<file path="src/rtl/h_scrubber_16_11.sv">
// Background scrub controller for a Hamming(16,11) SECDED memory, with its decoder.
// Walks every address, writes back single-bit fixes and logs uncorrectable words.

module h_decoder_16_11 (
   input  logic [15:0] code,
   output logic [10:0] data,
   output logic        error_c,
   output logic        error_d
);
   logic [3:0]  syndrome;
   logic        parity;
   logic [15:0] fixed;

   // Syndrome is the XOR of the positions of all set bits; overall parity splits single/double
   always_comb begin
      syndrome = 4'd0;
      for (int i = 1; i < 16; i++) begin
         if (code[i]) syndrome = syndrome ^ 4'(i);
      end
      parity = ^code;
      fixed  = code;
      if (parity && (syndrome != 4'd0)) fixed[syndrome] = ~code[syndrome];
      error_c = parity;
      error_d = !parity && (syndrome != 4'd0);
      data    = {fixed[15:9], fixed[7:5], fixed[3]};
   end
endmodule

module h_scrubber_16_11 #(
   parameter int unsigned ADDR_W = 8,
   parameter int unsigned DEPTH  = 256,
   parameter int unsigned CNT_W  = 8
) (
   input  logic              i_Clk,
   input  logic              i_Rst_n,
   input  logic              i_Start,
   input  logic              i_Abort,
   output logic              o_MemReq,
   input  logic              i_MemGnt,
   output logic              o_MemRd,
   output logic              o_MemWr,
   output logic [ADDR_W-1:0] o_MemAddr,
   input  logic [15:0]       i_MemRdata,
   output logic [15:0]       o_MemWdata,
   output logic              o_Busy,
   output logic              o_Done,
   output logic [CNT_W-1:0]  o_CorrCnt,
   output logic [CNT_W-1:0]  o_UncorrCnt,
   output logic              o_ErrValid,
   output logic [ADDR_W-1:0] o_ErrAddr
);
   localparam logic [ADDR_W-1:0] LAST_ADDR = ADDR_W'(DEPTH - 1);
   localparam logic [CNT_W-1:0]  CNT_MAX   = '1;

   typedef enum logic [2:0] {
      S_IDLE, S_RD_REQ, S_RD_WAIT, S_CHECK, S_WR_REQ, S_NEXT, S_DONE
   } state_t;

   state_t            state_q, state_d;
   logic [ADDR_W-1:0] addr_q;
   logic [15:0]       capture_q;
   logic [15:0]       wdata_q;
   logic [CNT_W-1:0]  corr_q, uncorr_q;
   logic              err_valid_q;
   logic [ADDR_W-1:0] err_addr_q;
   logic              abort_q;

   logic [10:0]       dec_data;
   logic              dec_err_c, dec_err_d;

   h_decoder_16_11 u_dec (
      .code    (capture_q),
      .data    (dec_data),
      .error_c (dec_err_c),
      .error_d (dec_err_d)
   );

   function automatic logic [15:0] encode(input logic [10:0] d);
      logic [15:0] cw;
      cw       = 16'd0;
      cw[15:9] = d[10:4];
      cw[7:5]  = d[3:1];
      cw[3]    = d[0];
      cw[1]    = ^{cw[3], cw[5], cw[7], cw[9], cw[11], cw[13], cw[15]};
      cw[2]    = ^{cw[3], cw[6], cw[7], cw[10], cw[11], cw[14], cw[15]};
      cw[4]    = ^{cw[5], cw[6], cw[7], cw[12], cw[13], cw[14], cw[15]};
      cw[8]    = ^cw[15:9];
      cw[0]    = ^cw[15:1];
      return cw;
   endfunction

   // Next-state and memory handshake; strobes follow the grant combinationally
   always_comb begin
      state_d  = state_q;
      o_MemReq = 1'b0;
      o_MemRd  = 1'b0;
      o_MemWr  = 1'b0;
      case (state_q)
         S_IDLE:    if (i_Start) state_d = S_RD_REQ;
         S_RD_REQ: begin
            o_MemReq = 1'b1;
            o_MemRd  = i_MemGnt;
            if (i_MemGnt) state_d = S_RD_WAIT;
         end
         S_RD_WAIT: state_d = S_CHECK;
         S_CHECK:   state_d = dec_err_c ? S_WR_REQ : S_NEXT;
         S_WR_REQ: begin
            o_MemReq = 1'b1;
            o_MemWr  = i_MemGnt;
            if (i_MemGnt) state_d = S_NEXT;
         end
         S_NEXT:    state_d = (abort_q || (addr_q == LAST_ADDR)) ? S_DONE : S_RD_REQ;
         S_DONE:    state_d = S_IDLE;
         default:   state_d = S_IDLE;
      endcase
      // A reset arriving mid-access must not let a half-finished write reach memory
      if (!i_Rst_n) begin
         o_MemReq = 1'b0;
         o_MemRd  = 1'b0;
         o_MemWr  = 1'b0;
      end
   end

   always_ff @(posedge i_Clk) begin
      if (!i_Rst_n) begin
         state_q     <= S_IDLE;
         addr_q      <= '0;
         capture_q   <= 16'd0;
         wdata_q     <= 16'd0;
         corr_q      <= '0;
         uncorr_q    <= '0;
         err_valid_q <= 1'b0;
         err_addr_q  <= '0;
         abort_q     <= 1'b0;
      end else begin
         state_q <= state_d;
         if (state_d == S_IDLE)
            abort_q <= 1'b0;
         else if ((state_q != S_IDLE) && i_Abort)
            abort_q <= 1'b1;
         case (state_q)
            S_IDLE: begin
               if (i_Start) begin
                  addr_q      <= '0;
                  corr_q      <= '0;
                  uncorr_q    <= '0;
                  err_valid_q <= 1'b0;
                  err_addr_q  <= '0;
               end
            end
            S_RD_WAIT: capture_q <= i_MemRdata;
            S_CHECK: begin
               if (dec_err_c) begin
                  if (corr_q != CNT_MAX) corr_q <= corr_q + CNT_W'(1);
                  wdata_q <= encode(dec_data);
               end else if (dec_err_d) begin
                  if (uncorr_q != CNT_MAX) uncorr_q <= uncorr_q + CNT_W'(1);
                  err_addr_q  <= addr_q;
                  err_valid_q <= 1'b1;
               end
            end
            S_NEXT: if (state_d == S_RD_REQ) addr_q <= addr_q + ADDR_W'(1);
            default: ;
         endcase
      end
   end

   assign o_MemAddr   = addr_q;
   assign o_MemWdata  = wdata_q;
   assign o_Busy      = (state_q != S_IDLE);
   assign o_Done      = (state_q == S_DONE);
   assign o_CorrCnt   = corr_q;
   assign o_UncorrCnt = uncorr_q;
   assign o_ErrValid  = err_valid_q;
   assign o_ErrAddr   = err_addr_q;
endmodule

</file>
<file path="config.mk">
export PLATFORM = sky130hd
export DESIGN_NAME = h_scrubber_16_11
export DESIGN_NICKNAME = d
export VERILOG_FILES = /design/src/rtl/h_scrubber_16_11.sv
export SDC_FILE = /design/constraint.sdc
export NUM_CORES = 1
export LEC_CHECK = 0
export CAP_MARGIN = 10
export CORE_ASPECT_RATIO = 0.75
export CORE_MARGIN = 2
export CORE_UTILIZATION = 28
export CTS_BUF_LIST = sky130_fd_sc_hd__clkbuf_8
export CTS_CLUSTER_DIAMETER = 80
export CTS_CLUSTER_SIZE = 14
export DETAILED_ROUTE_END_ITERATION = 12
export GPL_TIMING_DRIVEN = 0
export PLACE_DENSITY = 0.46
export SLEW_MARGIN = 20
export SYNTH_ARGS = -nofsm -noshare
export SYNTH_HDL_FRONTEND = slang
export SYNTH_SLANG_ARGS = --single-unit
export TNS_END_PERCENT = 10
</file>
<file path="constraint.sdc">
create_clock -name i_Clk -period 3.3 [get_ports i_Clk]
set_input_delay 0.66 -clock i_Clk [delete_from_list [all_inputs] [get_ports i_Clk]]
set_output_delay 0.66 -clock i_Clk [all_outputs]
set_load 0.03 [all_outputs]
</file>
==> reports/qor.txt <==
Die H: 113.4 um
Largest net degree at the start of global routing: 13
Core Rows: 39
Detailed-route DRC error count: 0
Slew HR: 36.86%
Clk_skew: 0.01476 ns
Post-synthesis cell area: 0.004468 mm^2
Initial antenna violation count: 0
Fraction of layout cells with a size suffix above 1: 23.87%
GRT Overall Usage: 18.13%
Maximum clock insertion buffer count: 2
Worst-Margin Slew: 0.9398 ns
Crit Path Max Fanout: 6
Clk root buf: clkbuf_8
Post-layout util: 43.64%
Setup violators final: 5
Most frequent cells in the layout: nand2_1 (77), clkdlybuf4s50_1 (73), dfxtp_1 (65)
First-pass GRT wire length: 23.95 mm
EDFF count, synth: 0
Die width: 149.9 um
CP max stage cell: xnor3_2
Slowest stage delay, CP: 0.49 ns
YS warnings: 0
Ys async rst share: 0%
Clock buffer count from CTS: 9
Diode count: 0
Area grow syn2layout: 50.60%
Syn_nets: 570
HPWL Detailed: 10.85 mm
Setup CP Type: reg -> reg
Gr ovfl total: 0
Post-route cell area: 0.006729 mm^2
Placer Congestion: 0.8944
Status: finished with violations
Final worst slack: -0.3741 ns
First-pass detailed-route iteration total: 5
Core ar.: 0.01542 mm^2
CTS tree: yes
Detail Route Antenna Nets: 0
Worst min path class: reg -> reg
Final nets: 707
Most common cell after layout, fill and taps aside: nand2_1
Buffer and inverter count on the worst path: 4
Vias in the first global route: 4220
Synth Instances: 546
IO Port Bufs: 73
Max IR drop VDD: 0.1792 mV
Post-Route Setup TNS: -1.677 ns
CP top delay family: XOR/XNOR gates
Overall routed net length: 15.72 mm
Number of synthesized register bits: 69
DR WL/cell: 17.62 um
WHS: 0.4698 ns
Placed insts: 824
Final-report hold violation count: 0
CTS H-tree depth: 3
Hold Buf Count CTS: 0
RSZ-0062 raised after global routing: true
Most used cell, CP: buf_6
CP Launch Type: flop
Top_reg_cell synth: dfxtp_1
Leakage power: 2.348 nW
DP Area: 0.005466 mm^2
Synth unique cells: 70
Failing checks: setup timing
Die ar.: 0.01699 mm^2
Final worst path period need: 3.674 ns
Syn Area/Cell: 8.183 um^2
Detailed Route Iter0 Violations: 395
CTS clock-pin slew for the worst setup and hold paths: 0.08 ns
Crit. End Element: flop
CP required: 3.58 ns
Max Freq: 272.2 MHz
Initial Util: 28.98%
Max Cap Viol: 0
Clock sink count: 69
Final Non-Filler Cells: 892
Max Slew Vio Count: 0
Worst EP arrival: 3.96 ns
Vias/cell: 5.058
Pwr Density: 417.1 mW/mm^2
Worst-Skew Late Latency: 0.35 ns
Vias: 4512
Top Ports: 75
Period Utilization, post-route: 111.3%
Critical-path cell list: buf_6 > xnor3_2 > xnor2_4 > buf_6 > xor2_1 > buf_4 > a21oi_1 > o21ai_2 > a21bo_4 > nor2_8 > buf_6 > mux2i_4 > xor2_1 > mux2i_4 > xnor3_1 > a21oi_1
Post-synthesis sequential area ratio: 30.92%
==> power breakdown <==
part | switching, W | internal, W
registers | 0.0000241 | 0.000854
logic | 0.000597 | 0.000480
clock network | 0.000352 | 0.000499
==> through the flow <==
stage | worst slack (ns) | total power, W
6_report | -0.3741 | 0.002807
5_1_grt | -0.5265 | 0.002930
4_1_cts | -0.2550 | 0.002705
3_5_place_dp | -0.6034 | 0.001635
3_3_place_gp | -0.6160 | 0.001632
2_1_floorplan | -0.05797 | 0.001439
==> Yosys cell counts (all sizes together) (3+ instances only) <==
library cell / number / area (um^2)
a211o: 3 / 26.28
a211oi: 17 / 137.6
a21oi: 48 / 240.2
a221oi: 3 / 26.28
a22oi: 3 / 36.28
a31oi: 3 / 18.77
and3: 7 / 43.79
buf: 13 / 81.33
clkbuf: 19 / 71.32
dfxtp: 69 / 1381
ha: 3 / 37.54
inv: 12 / 45.04
mux2i: 10 / 128.9
nand2: 79 / 299.0
nand3: 23 / 115.1
nand3b: 3 / 22.52
nand4: 11 / 68.82
nor2: 60 / 241.5
nor3: 16 / 80.08
nor4: 5 / 31.28
o211ai: 5 / 37.54
o21ai: 25 / 128.9
or3: 9 / 56.30
xnor2: 40 / 436.7
xnor3: 5 / 113.9
xor2: 21 / 217.7
==> flip-flops by register name (all words and copies together) (netlist names) <==
name and count:
o_ErrAddr 8, o_CorrCnt 8, state_q 3, o_MemAddr 8, o_MemWdata 16, abort_q 1, capture_q 16, o_UncorrCnt 8
o_ErrValid 1
==> cell families (layout without fill, tap and decap cells) <==
group           count (synthesis)  after routing  share of synthesized area (%)
buf+inv                        44            182                          4.425
simple gates                  223            224                          23.13
compound gates                127            129                          18.96
mux                            11             11                          3.220
flops                          69             69                          30.92
xor+xnor                       68             68                          18.29
fa+ha+maj                       4              4                          1.064
==> path summary, 6_finish.rpt <==
check	from	endpoint	slack, ns	depth (start not counted)
hold / removal	o_ErrValid	o_ErrValid	0.47	2
hold reg to reg	o_ErrValid	o_ErrValid	0.47	2
setup / recovery	capture_q[3]	o_MemWdata[0]	-0.37	16
setup reg to reg	capture_q[3]	o_MemWdata[0]	-0.37	16
==> tightest hold or removal path, stage by stage (launching register included) <==
cell and delay [ns]:
dfxtp_1 0.32, nand2_1 0.05, a21oi_1 0.06
==> layer usage <==
metal	track usage, %	routed length [um]
met3	4.360	763
met2	25.18	6633
met4	3.711	161
met5	0	0
met1	28.12	8161
==> layout make-up <==
type / instances / area, um^2
clock buffer: 9 / 123.9
multi-input combinational: 436 / 3465
timing repair buffer: 124 / 1165
tap: 205 / 256.5
sequential: 69 / 1389
inverter: 12 / 45.04
buffer: 31 / 173.9
clock inverter: 6 / 111.4
fill: 1563 / 8691
==> what timing repair did <==
item,CTS,global route
buffers inserted,38,13
resized for setup,59,42
gates cloned,2,1
endpoints found under the hold margin,0,0
pin swaps,32,27
setup endpoints to repair,20,13
No activity file was read; power rests on OpenSTA's default activity.
==> RTL change (same flow settings) <==
Put one more register stage on the output `o_ErrValid`, without a reset. The value now appears one clock later. The other outputs are not delayed to match.
--- a/src/rtl/h_scrubber_16_11.sv
+++ b/src/rtl/h_scrubber_16_11.sv
@@ -172,5 +172,7 @@
    assign o_CorrCnt   = corr_q;
    assign o_UncorrCnt = uncorr_q;
-   assign o_ErrValid  = err_valid_q;
+   always_ff @(posedge i_Clk) begin
+      o_ErrValid <= err_valid_q;
+   end
    assign o_ErrAddr   = err_addr_q;
 endmodule
Formal check against the unedited RTL: not equivalent (Yosys sat finds a counterexample within 10 cycles, from zero or initial values and one cycle with i_Rst_n low).
==> RTL change against the original RTL <==
- the flow still finishes with violations (negative setup slack)
- hold slack worse by 0.10 ns
- via count fell by 5.3%
- count of clock-buffer cells in the layout is the same
- synthesized cell count fell by 5.1%
- sequential cell count grew 1
- global-route usage down 0.60 points
- cell area shrank 4.8%
- largest power group unchanged
- worst setup slack worse by 0.025 ns
- total power up 2.4%
- routed wire length is 11% lower
- critical path depth decreased by 3
- utilization increased by 0.12 points
- area after synthesis is 4.9% lower
- highest routed layer unchanged
==> RTL change: results <==
{
  "nNetsFinal": 675,
  "cp_slowest_stage_delay_ns": 0.59,
  "gp_congestion": 0.824,
  "worst-r2r-cell-count": 13,
  "holdPathEnd": "o_ErrValid$_DFF_P_",
  "wl_met2_um": 5770,
  "pre_cts_ws_ns": -0.804,
  "p_comb_share_pct": 42.4,
  "dp.cells": 791,
  "min_from": "err_valid_q$_SDFFE_PN0P_",
  "synthDistinctLibCells": 73,
  "yosys_warnings": 0,
  "crit_arrival_ns": 3.93,
  "postCtsSetupBuffers": 47,
  "wl_met3_um": 785,
  "use_met2_pct": 25.0,
  "initialDrtViolationCount": 221,
  "syn_inst": 518,
  "met3_usage_pct": 4.12,
  "clock_skew_ns": 0.0121,
  "hpwlAfterDp_um": 10300,
  "drive_above_1_share_pct": 23.2,
  "io_buffers": 73,
  "violations": "negative setup slack",
  "ir_drop_mv": 0.187,
  "seq_area_frac_synth_pct": 33.0,
  "met1_length_um": 7330,
  "cts_resized": 78,
  "layout.cells.non_filler": 856,
  "postPlaceCellArea_um2": 5280,
  "tightest_slew_ns": 0.789,
  "holdWs_ns": 0.369,
  "synth.area.top_cells": "dfxtp_1, xnor2_1, nand2_1",
  "finalSetupViolations": 10,
  "p_comb_uw": 1220,
  "use_met1_pct": 27.0,
  "grt_pass1_vias": 4170,
  "cp_max_fo": 4,
  "reg2reg_from": "capture_q[10]$_SDFFE_PN0P_",
  "holdPathStages": 0,
  "via_per_inst": 4.99,
  "intPower_uw": 1860,
  "cpMaxStageDelayCell": "xor3_2",
  "setup-tns-final_ns": -2.47,
  "cp-startpoint": "capture_q[10]$_SDFFE_PN0P_",
  "synth_commonest_cells": "nand2_1, dfxtp_1, nor2_1",
  "cts_max_path_buffers": 2,
  "grt_pass1_wl_um": 22700,
  "grt_usage_pct": 17.5,
  "p_leak_uw": 0.00218,
  "clkPwrFrac_pct": 26.6,
  "synth_nets": 542,
  "status": "complete, but fails checks",
  "fin_ws_ns": -0.399,
  "grt_start_max_net_pins": 14
}
## RTL change: cell types whose count changed in the layout (fill, tap and decap cells not counted), moves of 4 or more
cell      delta
xnor2_4      -5
dfxtp_1      -6
nor3_2       -4
o41ai_4      +4
xnor2_1      +8
nor2_1       -5
a211oi_1     -8
buf_6        -4
dfxtp_4      +5
## RTL change: area by class of cell
type                    count  area [µm²]
clock inverters             7        91.3
well taps                 200         250
clock buffers               9         124
repair buffers            122        1150
flip-flops and latches     70        1430
inverters                  11        41.3
multi-input cells         412        3160
fillers                  1461        8240
plain buffers              25         169
## RTL change: kinds of logic (layout without fill, tap and decap cells)
| group | after synthesis | count (layout) | synth area share [%] |
|---|---|---|---|
| fa+ha+maj | 4 | 4 | 1.15 |
| compound gates | 118 | 118 | 18.9 |
| simple gates | 212 | 212 | 23.2 |
| mux | 13 | 13 | 3.24 |
| xor+xnor | 65 | 65 | 16.7 |
| flops | 70 | 70 | 33.0 |
| buf+inv | 36 | 174 | 3.74 |
